[config.mk]
export PLATFORM = sky130hd
export DESIGN_NAME = gf180mcu_osu_sc_gp12t3v3__inv_pipe_flat
export DESIGN_NICKNAME = d
export VERILOG_FILES = /design/src/rtl/gf180mcu_osu_sc_gp12t3v3__inv_pipe_pkg.sv /design/src/rtl/gf180mcu_osu_sc_gp12t3v3__inv_pipe_if.sv /design/src/rtl/gf180mcu_osu_sc_gp12t3v3__inv_pipe_stage.sv /design/src/rtl/gf180mcu_osu_sc_gp12t3v3__inv_pipe.sv /design/src/flat_wrapper.sv
export SDC_FILE = /design/constraint.sdc
export NUM_CORES = 1
export LEC_CHECK = 0
export ABC_CLOCK_PERIOD_IN_PS = 1100
export BUFFER_PORTS_ARGS = -buffer_cell sky130_fd_sc_hd__clkbuf_2
export CAP_MARGIN = 40
export CORE_AREA = 2 2 39 41
export DETAILED_ROUTE_END_ITERATION = 16
export DIE_AREA = 0 0 41 43
export GPL_ROUTABILITY_DRIVEN = 1
export PLACE_DENSITY_LB_ADDON = 0.25
export SYNTH_ARGS = -nofsm -noshare
export SYNTH_HDL_FRONTEND = slang
export SYNTH_SLANG_ARGS = --single-unit
export TNS_END_PERCENT = 20
[constraint.sdc]
create_clock -name CLK -period 1.1 [get_ports CLK]
set_clock_uncertainty 0.2 [all_clocks]
set_input_delay 0.22 -clock CLK [delete_from_list [all_inputs] [get_ports CLK]]
set_output_delay 0.22 -clock CLK [all_outputs]
set_load 0.03 [all_outputs]
[src/rtl/gf180mcu_osu_sc_gp12t3v3__inv_pipe_pkg.sv]
// gf180mcu_osu_sc_gp12t3v3__inv_pipe_pkg: size limits, parameter checks, scan index helper.
// Rev 1.0
`default_nettype none

package gf180mcu_osu_sc_gp12t3v3__inv_pipe_pkg;

  localparam int MAX_DEPTH = 8;
  localparam int MAX_WIDTH = 32;

  function automatic bit width_ok(input int width);
    return (width >= 1) && (width <= MAX_WIDTH);
  endfunction

  function automatic bit depth_ok(input int depth);
    return (depth >= 1) && (depth <= MAX_DEPTH);
  endfunction

  // Position of a data bit in the serial scan chain.
  function automatic int scan_index(input int stage, input int bit_idx, input int width);
    return stage * width + bit_idx;
  endfunction

endpackage

`default_nettype wire

[src/rtl/gf180mcu_osu_sc_gp12t3v3__inv_pipe_if.sv]
// gf180mcu_osu_sc_gp12t3v3__inv_pipe_if: data/valid/enable bundle of the inverting pipeline.
// Rev 1.0
`default_nettype none

interface gf180mcu_osu_sc_gp12t3v3__inv_pipe_if #(
  parameter int WIDTH = 4
);
  logic             EN;
  logic [WIDTH-1:0] A;
  logic             AV;
  logic [WIDTH-1:0] Y;
  logic             YV;

  modport master (output EN, output A, output AV, input Y, input YV);
  modport slave  (input EN, input A, input AV, output Y, output YV);
endinterface

`default_nettype wire

[src/rtl/gf180mcu_osu_sc_gp12t3v3__inv_pipe_stage.sv]
// gf180mcu_osu_sc_gp12t3v3__inv_pipe_stage: one data+valid register stage with hold and optional scan
// (GF180MCU_OSU_SC_INV_PIPE_SCAN_EN). Rev 1.0
`default_nettype none

module gf180mcu_osu_sc_gp12t3v3__inv_pipe_stage #(
  parameter int WIDTH = 4
) (
  input  logic             clk,
  input  logic             rn,
  input  logic             en,
  input  logic [WIDTH-1:0] d,
  input  logic             v,
`ifdef GF180MCU_OSU_SC_INV_PIPE_SCAN_EN
  input  logic             se,
  input  logic             si,
`endif
  output logic [WIDTH-1:0] q,
  output logic             qv
);

  logic [WIDTH-1:0] data_d;
  logic [WIDTH-1:0] data_q;
  logic             valid_d;
  logic             valid_q;

`ifdef GF180MCU_OSU_SC_INV_PIPE_SCAN_EN
  logic [WIDTH-1:0] scan_shift;

  if (WIDTH == 1) begin : g_scan_w1
    assign scan_shift = si;
  end else begin : g_scan_wn
    assign scan_shift = {data_q[WIDTH-2:0], si};
  end
`endif

  // Ternary select keeps an unknown enable pessimistic in simulation.
  always_comb begin
    data_d  = en ? d : data_q;
    valid_d = en ? v : valid_q;
`ifdef GF180MCU_OSU_SC_INV_PIPE_SCAN_EN
    if (se) begin
      data_d  = scan_shift;
      valid_d = valid_q;
    end
`endif
    if (!rn) begin
      data_d  = '0;
      valid_d = 1'b0;
    end
  end

  always_ff @(posedge clk) begin
    data_q  <= data_d;
    valid_q <= valid_d;
  end

  assign q  = data_q;
  assign qv = valid_q;

endmodule

`default_nettype wire

[src/rtl/gf180mcu_osu_sc_gp12t3v3__inv_pipe.sv]
// gf180mcu_osu_sc_gp12t3v3__inv_pipe: per-bit programmable inverter feeding a DEPTH-stage valid-tagged
// pipeline; optional scan chain under GF180MCU_OSU_SC_INV_PIPE_SCAN_EN. Rev 1.0
`default_nettype none

module gf180mcu_osu_sc_gp12t3v3__inv_pipe
  import gf180mcu_osu_sc_gp12t3v3__inv_pipe_pkg::*;
#(
  parameter int               WIDTH    = 4,
  parameter int               DEPTH    = 2,
  parameter logic [WIDTH-1:0] INV_MASK = {WIDTH{1'b1}}
) (
  input  logic CLK,
  input  logic RN,
`ifdef GF180MCU_OSU_SC_INV_PIPE_SCAN_EN
  input  logic SE,
  input  logic SI,
  output logic SO,
`endif
  gf180mcu_osu_sc_gp12t3v3__inv_pipe_if.slave bus
);

  if (!width_ok(WIDTH)) begin : g_bad_width
    $error("inv_pipe: WIDTH out of range");
  end
  if (!depth_ok(DEPTH)) begin : g_bad_depth
    $error("inv_pipe: DEPTH out of range");
  end

  logic [WIDTH-1:0] stg_data  [DEPTH];
  logic             stg_valid [DEPTH];

  for (genvar k = 0; k < DEPTH; k++) begin : g_stage
    logic [WIDTH-1:0] d_in;
    logic             v_in;
`ifdef GF180MCU_OSU_SC_INV_PIPE_SCAN_EN
    logic             s_in;
`endif

    if (k == 0) begin : g_head
      assign d_in = bus.A ^ INV_MASK;
      assign v_in = bus.AV;
`ifdef GF180MCU_OSU_SC_INV_PIPE_SCAN_EN
      assign s_in = SI;
`endif
    end else begin : g_tail
      assign d_in = stg_data[k-1];
      assign v_in = stg_valid[k-1];
`ifdef GF180MCU_OSU_SC_INV_PIPE_SCAN_EN
      assign s_in = stg_data[k-1][WIDTH-1];
`endif
    end

    gf180mcu_osu_sc_gp12t3v3__inv_pipe_stage #(
      .WIDTH (WIDTH)
    ) u_stage (
      .clk (CLK),
      .rn  (RN),
      .en  (bus.EN),
      .d   (d_in),
      .v   (v_in),
`ifdef GF180MCU_OSU_SC_INV_PIPE_SCAN_EN
      .se  (SE),
      .si  (s_in),
`endif
      .q   (stg_data[k]),
      .qv  (stg_valid[k])
    );
  end

  assign bus.Y  = stg_data[DEPTH-1];
  assign bus.YV = stg_valid[DEPTH-1];

`ifdef GF180MCU_OSU_SC_INV_PIPE_SCAN_EN
  assign SO = stg_data[DEPTH-1][WIDTH-1];
`endif

endmodule

`default_nettype wire

[src/flat_wrapper.sv]
// flat-port wrapper written by rule: the top's interface ports become plain ports
module gf180mcu_osu_sc_gp12t3v3__inv_pipe_flat import gf180mcu_osu_sc_gp12t3v3__inv_pipe_pkg::*;
#(
  parameter int               WIDTH    = 4,
  parameter int               DEPTH    = 2,
  parameter logic [WIDTH-1:0] INV_MASK = {WIDTH{1'b1}}
)
  (CLK, RN, bus_EN, bus_A, bus_AV, bus_Y, bus_YV);
  gf180mcu_osu_sc_gp12t3v3__inv_pipe_if #(.WIDTH(WIDTH)) bus_i ();
  input  logic CLK;
  input  logic RN;
  input wire logic [$bits(bus_i.EN)-1:0] bus_EN;
  input wire logic [$bits(bus_i.A)-1:0] bus_A;
  input wire logic [$bits(bus_i.AV)-1:0] bus_AV;
  output wire logic [$bits(bus_i.Y)-1:0] bus_Y;
  output wire logic [$bits(bus_i.YV)-1:0] bus_YV;
  assign bus_i.EN = bus_EN;
  assign bus_i.A = bus_A;
  assign bus_i.AV = bus_AV;
  assign bus_Y = bus_i.Y;
  assign bus_YV = bus_i.YV;
  gf180mcu_osu_sc_gp12t3v3__inv_pipe #(.WIDTH(WIDTH), .DEPTH(DEPTH), .INV_MASK(INV_MASK)) u_core (.CLK(CLK), .RN(RN), .bus(bus_i));
endmodule
# Yosys cells after proc, flatten, opt, wreduce, memory -nomap -nowiden

Cells that the tools add are included.

Memory bits (read-only): 0
Bits in writable memories: 0
Bits of input ports: 8
Word-level logic and storage cells: 5
Memories kept: 0
Bits in latches: 0
Bits in registers: 10
Output and inout bits: 5

Shift operators: 0
Magnitude comparators: 0
Reductions and logical operators: 0
Add/sub/neg operators: 0
Bitwise logic cells: 1
Multiply operators: 0
Equality and inequality tests: 0
Div/mod/pow operators: 0
Muxes and demuxes: 0

Operators by type and width:

| operator   | number |
|---|---|
| $not A4 Y4 | 1 |

# Depth between registers and ports, before layout

Gate-level depths: netlist (run 1).

Word-level depth: 1
Mapped depth: 4
Depth with buffers taken out: 2

# Hierarchy

Synthesis (run 1) repeated with hierarchy kept, for this count alone.

Cells, all modules: 36
Area, all modules: 400.4 sq um

Modules (own cells, without submodules):

| module                                   | cells an instance | area each (sq um) | sequential area each (sq um) | instances |
|---|---|---|---|---|
| gf180mcu_osu_sc_gp12t3v3__inv_pipe_stage | 16                | 192.7             | 100.1                        | 2 |
| gf180mcu_osu_sc_gp12t3v3__inv_pipe       | 4                 | 15.0              | 0.0                          | 1 |

# Least setup slack after synthesis (run 1)

Ideal clock, no wire load.

Path type: in2reg
Start point: in bus_EN
End point: reg u_core.g_stage[0].u_stage.data_q[0]
Arrival time: 661 ps
Cell stages on the path: 3
Setup time: 116 ps
Path buffers: 2
Data required time: 784 ps
Setup slack: 122 ps
Path through: buf_6 buf_12 o211a_1

RTL lines:

| what                 | RTL line                                       | text |
|---|---|---|
| start, declared      | flat_wrapper.sv:12                             | `input wire logic [$bits(bus_i.EN)-1:0] bus_EN;` |
| end signal, assigned | gf180mcu_osu_sc_gp12t3v3__inv_pipe_stage.sv:53 | `data_q <= data_d;` |
| end, declared        | gf180mcu_osu_sc_gp12t3v3__inv_pipe_stage.sv:22 | `logic [WIDTH-1:0] data_q;` |

No word-level cell between the ends.

# Worst setup path after layout (run 1)

Start point: reg u_core.g_stage[1].u_stage.data_q[1]
End point: out bus_Y[1]

RTL lines:

| what                   | RTL line                                       | text |
|---|---|---|
| start, declared        | gf180mcu_osu_sc_gp12t3v3__inv_pipe_stage.sv:22 |  |
| start signal, assigned | gf180mcu_osu_sc_gp12t3v3__inv_pipe_stage.sv:53 |  |
| end, declared          | flat_wrapper.sv:15                             | `output wire logic [$bits(bus_i.Y)-1:0] bus_Y;` |

No word-level cell between the ends.

==> results.cfg, run 1 <==
[power]
power_mw = 0.813
p_leak_nw = 0.263
peakVddDrop_v = 0.000967
powerDensity_nw_per_um2 = 1550

[sta]
setup_tns_ns = -0.218
period_minus_slack_ns = 1.15
report.final.hold_viol_count = 0
setup_viol = 5
slew_headroom_pct = 78.0
max_slew.worst_pin.slew_ns = 0.331
maxSlewViolCount = 0
rsz0062_at_grt = true
holdWs_ns = 0.0119
finalCritPeriodShare_pct = 105
worst_slack_ns = -0.0528
clock.fmax_mhz = 867

[cells_and_area]
post-route-util_pct = 38.0
drive_above_1_share_pct = 45.7
synthToLayoutAreaGrowth_pct = 35.5
fin_nets = 55
diodes = 0
finalInstanceArea_um2 = 526

[synth]
synth_area_um2 = 388
synthCells = 33
synth_seq_cells = 10
ys_seq_area_share_pct = 51.6
yosysWarnings = 0
synth_cell_types = 8
syn_avg_cell_area_um2 = 11.8
synthesis.nets = 41

[clock_network]
clkTransAtPathRegs_ns = 0.07
cts.sinks = 10
clkLatencyLatePin_ns = 0.26
clock_path_buffers = 2
cts_setup_buffers = 0
cts_tree = done
cts.htree.levels = 1
ctsHoldBuffers = 0
cts_buffers = 3
cts_root_buffer = clkbuf_4

[route]
drc = 0
drt_iter0_drc = 1
routed-via-count = 255
drtPass1Iterations = 2
routed_via_density = 4.11
drt-total-wl_um = 573
antenna_left = 0
wl_per_cell_um = 9.24

[outcome]
failed_checks = negative setup slack
run_status = complete, but fails checks

[global_routing]
grt_start_max_net_pins = 15
grt_pass1_wl_um = 855
antenna_found_initial = 0
overflow = 0
grtUsageTotal_pct = 7.68
grt_pass1_vias = 209

[die]
fp.dieH_um = 43
core_area_um2 = 1380
start_util_pct = 28.0
rows = 14
io_pins = 13
die_x_um = 41
die_area_um2 = 1760

[run]
cap_violations = 0

[worst_setup_path]
critical_path.max_fanout = 2
critPathTopFamily = flip-flops
crit_required_ns = 0.68
worstSetupPathType = register to output pin
critPathBufInv = 1
cp-start-kind = register
arrival_ns = 0.73
slowest_delay_ns = 0.35
worstPathCellList = buf_8
cp_slowest_cell = dfxtp_2
worstSetupEndpointType = output pin

[place]
placed_area_um2 = 433
globalplace.congestion = 0.588
io_buffers = 12

[hold_path]
hold_class = primary input to register
## placed cells by master (no fill, tap or decap), drive strengths merged
| cell | instances |
|---|---|
| clkbuf | 11 |
| dfxtp | 10 |
| mux2i | 6 |
| nor2b | 6 |
| buf | 5 |
| nand2 | 4 |
| o211a | 4 |
## Yosys cell counts (all sizes together)
library cell | number | area (µm²)
buf | 2 | 31.3
clkbuf | 1 | 3.75
dfxtp | 10 | 200
mux2i | 6 | 60.1
nand2 | 4 | 15.0
nor2b | 6 | 37.5
o211a | 4 | 40.0
## kinds of logic after synthesis
logic type / count (synthesis) / synth area share, %
muxes: 6 / 15.5
DFF: 10 / 51.6
buffers and inverters: 3 / 9.03
and+or+nand+nor: 10 / 13.5
AOI/OAI and AO/OA: 4 / 10.3
## worst min-delay path: stages
cell and delay [ns]:
clkbuf_2 0.08, nand2_1 0.04, o211a_1 0.09
## final timing paths
check	startpoint	depth (start not counted)	end	slack (ns)
hold / removal	bus_A[3]	3	u_core.g_stage[0].u_stage.q[3]	0.01
setup / recovery	u_core.g_stage[1].u_stage.q[1]	1	bus_Y[1]	-0.05
setup reg to reg	u_core.g_stage[0].u_stage.q[2]	1	u_core.g_stage[0].u_stage.q[2]	0.28
hold reg to reg	u_core.g_stage[0].u_stage.q[1]	1	u_core.g_stage[0].u_stage.q[1]	0.28
## per-stage QoR
| step | cells | worst slack (ns) |
|---|---|---|
| after floorplan | 33 | 0.122 |
| after global routing | 62 | -0.0850 |
| after global placement | 58 | -0.0187 |
| after detailed placement | 58 | -0.0276 |
| final | 62 | -0.0528 |
| after CTS | 62 | -0.0824 |
## layer usage
metal | wire length (µm) | up-vias | GRT usage, %
li1 | - | 137 | -
met1 | 263 | 107 | 9.87
met2 | 247 | 11 | 8.75
met3 | 61 | 0 | 7.85
met4 | 0 | 0 | 2.00
met5 | 0 | - | 0
## flip-flops by register name (all words and copies together), names as in the netlist
| name | count |
|---|---|
| u_core.g_stage.u_stage.q | 8 |
| u_core.g_stage.u_stage.qv | 2 |
## timing repair
item	CTS	global route
endpoints found under the setup margin	5	5
pin swaps	0	0
gates resized for setup	15	5
## power breakdown
part	switching (mW)	total, mW	leakage [nW]	internal (mW)
Clock	0.123	0.324	0.0210	0.201
Sequential	0.0123	0.396	0.0845	0.384
Combinational	0.0420	0.0925	0.157	0.0506
Total	0.178	0.813	0.263	0.635
## area by class of cell
cell class / instances / area (µm²)
flip-flops and latches: 10 / 206
repair buffers: 12 / 110
multi-input cells: 20 / 153
fillers: 138 / 858
clock buffers: 4 / 36.3
well taps: 16 / 20.0
(Power assumes the default switching activity.)
==> inputs of run 2 (changes only) <==
Settings changed: HOLD_SLACK_MARGIN from default to 0.1, PLACE_DENSITY_LB_ADDON 0.25 to default.
==> run 2 against run 1 <==
The run still ends with negative setup slack left. Global-route usage is 2.3 points higher. Via count is 4.7% higher. Sequential share of layout area is 3.4 points lower. Total power is 1.9% higher. Worst setup slack worse by 0.0028 ns. Final area is 9.5% higher. Maximum frequency is 0.24% lower. Count of clock-buffer cells in the layout stayed put. Critical endpoint is now bus_YV. Largest cell class unchanged. Largest power group unchanged.
==> results.cfg, run 2 (same netlist as run 1, synthesis figures left out) <==
[outcome]
run_status = complete, but fails checks
failed_checks = negative setup slack

[power]
powerDensity_nw_per_um2 = 1440
p_leak_nw = 0.284
peakVddDrop_v = 0.000660

[sta]
finalCritPeriodShare_pct = 105
clock.fmax_mhz = 865
slew_headroom_pct = 78.8
period_minus_slack_ns = 1.16
max_slew.worst_pin.slew_ns = 0.318
rsz0062_at_grt = true
setup_tns_ns = -0.229
setup_viol = 5
maxSlewViolCount = 0
worst_slack_ns = -0.0556
report.final.hold_viol_count = 0

[route]
wl_per_cell_um = 10.0
drc = 0
antenna_left = 0
drtPass1Iterations = 1
drt_iter0_drc = 0
routed_via_density = 3.99
routed-via-count = 267
drt-total-wl_um = 672

[global_routing]
antenna_found_initial = 0
grt_pass1_vias = 259
grt_start_max_net_pins = 15
grt_pass1_wl_mm = 1.08
overflow = 0
grtUsageTotal_pct = 9.97

[cells_and_area]
synthToLayoutAreaGrowth_pct = 48.4
layout_commonest_cell = clkbuf_2
largest_reg_flops = 8
finalInstanceArea_um2 = 576
fin_cells = 67
diodes = 0
final_cell_mix = 7 x clkbuf_2, 6 x mux2i_1, 6 x nor2b_1
drive_above_1_share_pct = 41.2
fin_nets = 60

[place]
dp.cells = 58
io_buffers = 12
placed_area_um2 = 433
dp_slack_ns = -0.0127
globalplace.congestion = 0.596

[worst_setup_path]
worstSetupPathType = register to output pin
cp_slowest_cell = dfxtp_2
arrival_ns = 0.74
slowest_delay_ns = 0.35
critPathBufInv = 1
worstPathCellList = buf_8
critPathTopFamily = flip-flops
crit_required_ns = 0.68
critical_path.max_fanout = 2
cp-start-kind = register
worstSetupEndpointType = output pin

[clock_network]
cts_tree = done
cts.htree.levels = 1
clock_path_buffers = 2
cts_root_buffer = clkbuf_4
clkTransAtPathRegs_ns = 0.07
cts.sinks = 10
cts_buffers = 3
clkLatencyLatePin_ns = 0.26

[die]
die_x_um = 41
start_util_pct = 28.0
core_area_um2 = 1380
io_pins = 13
rows = 14
die_area_um2 = 1760
fp.dieH_um = 43

[hold_path]
hold_class = primary input to register

[run]
cap_violations = 0
run 2: layout make-up:
cell class                 instances  area [µm²]
tap                               16        20.0
sequential                        10         206
clock buffer                       4        36.3
multi-input combinational         20         153
fill                             130         808
timing repair buffer              17         160
run 2: metrics by stage:
stage	power [mW]	hold slack, ns	utilization (%)
6_report	0.828	0.0954	41.6
5_1_grt	0.884	0.101	41.6
4_1_cts	0.841	0.0916	41.1
3_5_place_dp	0.479	0.275	31.3
3_3_place_gp	0.479	0.268	31.3
2_1_floorplan	0.466	0.189	-
run 2: layer usage:
layer	track usage [%]	up-vias	share of wire [%]
li1	-	147	-
met4	4.00	0	0
met5	0	-	0
met2	14.7	4	49
met1	9.09	116	46
met3	9.42	0	5.4
run 2: where the power goes:
part           internal [mW]  total, mW  leakage, nW  switching, mW
Sequential             0.384      0.396       0.0845         0.0127
Combinational         0.0620      0.106        0.178         0.0444
Clock                  0.201      0.325       0.0210          0.125
run 2: repair_timing:
| item | 4_1_cts | 5_1_grt |
|---|---|---|
| hold endpoints to repair | 8 | 0 |
| resized for setup | 15 | 5 |
| setup buffers | 0 | 0 |
| hold buffers | 5 | 0 |
| pin swaps | 0 | 0 |
| setup endpoints to repair | 5 | 5 |
run 2: path summary, 6_finish.rpt:
check | start | slack, ns | to | depth (start not counted)
worst max-delay path | u_core.g_stage[1].u_stage.qv | -0.06 | bus_YV | 1
worst min-delay path | RN | 0.1 | u_core.g_stage[1].u_stage.qv | 2
worst max register to register | u_core.g_stage[0].u_stage.q[2] | 0.28 | u_core.g_stage[0].u_stage.q[2] | 1
worst min register to register | u_core.g_stage[0].u_stage.q[1] | 0.28 | u_core.g_stage[0].u_stage.q[1] | 1
==> inputs of run 3 (changes only) <==
--- a/config.mk
+++ b/config.mk
@@ -11,5 +11,5 @@
 export CORE_AREA = 2 2 39 41
+export CTS_CLUSTER_DIAMETER = 150
 export DETAILED_ROUTE_END_ITERATION = 16
 export DIE_AREA = 0 0 41 43
-export GPL_ROUTABILITY_DRIVEN = 1
 export HOLD_SLACK_MARGIN = 0.1
==> constraint.sdc (replaced) <==
create_clock -name CLK -period 1.1 [get_ports CLK]
set_clock_uncertainty 0.2 [all_clocks]
set_input_delay 0.055 -clock CLK [delete_from_list [all_inputs] [get_ports CLK]]
set_output_delay 0.055 -clock CLK [all_outputs]
set_load 0.03 [all_outputs]
==> run 3 against run 2 <==
The flow now finishes without violations. Critical path depth stayed put. Total power is 2.2% lower. Worst hold slack worse by 0.0097 ns. Clock power hardly changed. Routed wire length is 4.0% lower. Final area is 7.6% lower. Sequential power is 1% lower. First-iteration DRC count stayed put. Core utilization is 3.2 points lower. Cell count is 1.5% higher. Maximum frequency is 9.8% higher. Count of clock-buffer cells in the layout stayed put.
==> results.cfg, run 3 (same netlist as run 1, synthesis figures left out) <==
[clock_network]
cts_tree = done
cts.htree.levels = 1
cts_setup_buffers = 0
clock_path_buffers = 2
clkLatencyLatePin_ns = 0.26
cts_buffers = 3
cts.sinks = 10
cts_root_buffer = clkbuf_4
clkTransAtPathRegs_ns = 0.06

[worst_setup_path]
critPathTopFamily = flip-flops
cp_slowest_cell = dfxtp_1
worstPathCellList = clkbuf_2
slowest_delay_ns = 0.33
worstSetupPathType = register to output pin
cp-start-kind = register
arrival_ns = 0.80
critPathBufInv = 1
worstSetupEndpointType = output pin
critical_path.max_fanout = 2
crit_required_ns = 0.84

[place]
globalplace.congestion = 0.596
io_buffers = 12
placed_area_um2 = 433

[cells_and_area]
fin_nets = 61
diodes = 0
largest_reg_flops = 8
fillers = 137
finalInstanceArea_um2 = 532
drive_above_1_share_pct = 30.8
post-route-util_pct = 38.4
final_cell_mix = 10 x clkbuf_2, 10 x dfxtp_1, 6 x mux2i_1, 6 x nor2b_1, 6 x dlygate4sd3_1
synthToLayoutAreaGrowth_pct = 37.1

[sta]
maxSlewViolCount = 0
period_minus_slack_ns = 1.05
finalCritPeriodShare_pct = 95.7
report.final.hold_viol_count = 0
setup_tns_ns = 0
max_slew.worst_pin.slew_ns = 0.323
setup_viol = 0
clock.fmax_mhz = 950
slew_headroom_pct = 78.5
rsz0062_at_grt = false

[global_routing]
overflow = 0
antenna_found_initial = 0
grtUsageTotal_pct = 9.37
grt_pass1_wl_mm = 1.02
grt_pass1_vias = 268
grt_start_max_net_pins = 15

[power]
seq_power_share_pct = 48.4
peakVddDrop_v = 0.000666
p_int_mw = 0.634
p_leak_nw = 0.273
combPwrFrac_pct = 11.8
powerDensity_nw_per_um2 = 1520
clockPowerShare_pct = 39.8
p_sw_mw = 0.176
switching_share_pct = 21.8
power_mw = 0.810

[route]
drtPass1Iterations = 1
antenna_left = 0
drt-total-wl_um = 645
drt_iter0_drc = 0
wl_per_cell_um = 9.49
routed_via_density = 4.09
drc = 0
routed-via-count = 278

[die]
rows = 14
fp.dieH_um = 43
start_util_pct = 28.0
die_x_um = 41
io_pins = 13
die_area_um2 = 1760
core_area_um2 = 1380

[run]
cap_violations = 0

[hold_path]
hold_class = primary input to register

[outcome]
run_status = finished, final reports clean
## run 3: cell count changes in the layout (fill, tap and decap cells not counted), sizes merged
cell and delta:
dlygate4sd3 +1, buf -4, clkbuf +4
## run 3: path summary, 6_finish.rpt
path,slack [ns],from,cells past startpoint,to
setup / recovery,0.05,u_core.g_stage[1].u_stage.q[1],1,bus_Y[1]
hold / removal,0.09,bus_EN,2,u_core.g_stage[0].u_stage.q[2]
setup reg to reg,0.28,u_core.g_stage[0].u_stage.q[2],1,u_core.g_stage[0].u_stage.q[2]
hold reg to reg,0.28,u_core.g_stage[0].u_stage.q[1],1,u_core.g_stage[0].u_stage.q[1]
## run 3: area by class of cell
type,count,area [µm²],area share (%)
repair buffers,18,123,23.1
flip-flops and latches,10,200,37.6
clock buffers,4,36.3,6.82
well taps,16,20.0,3.76
multi-input cells,20,153,28.7
## run 3: per-stage QoR
stage	hold WS, ns	cells	worst slack [ns]
after floorplan	0.0244	33	0.149
after global placement	0.122	58	0.149
after detailed placement	0.127	58	0.152
after CTS	0.0729	68	0.0226
after global routing	0.106	68	0.000374
final	0.0857	68	0.0475
## run 3: repair_timing
| item | CTS | global route |
|---|---|---|
| resized for setup | 0 | 3 |
| hold endpoints to repair | 10 | 0 |
| endpoints found under the setup margin | 0 | 2 |
| hold buffers | 6 | 0 |
## run 3: power groups by stage
stage	clock network (mW)	logic (mW)	registers (mW)
after floorplan	0	0.0522	0.413
after global placement	0	0.0789	0.400
after detailed placement	0	0.0795	0.400
after CTS	0.342	0.0958	0.392
after global routing	0.367	0.105	0.393
final	0.322	0.0957	0.392
## run 3: layer usage
layer  track usage (%)  up-vias  wire length [µm]
met5                 0        -                 0
met4              4.00        0                 0
met3              9.42        0                35
met2              14.1        4               310
met1              7.79      125               299
li1                  -      149                 -
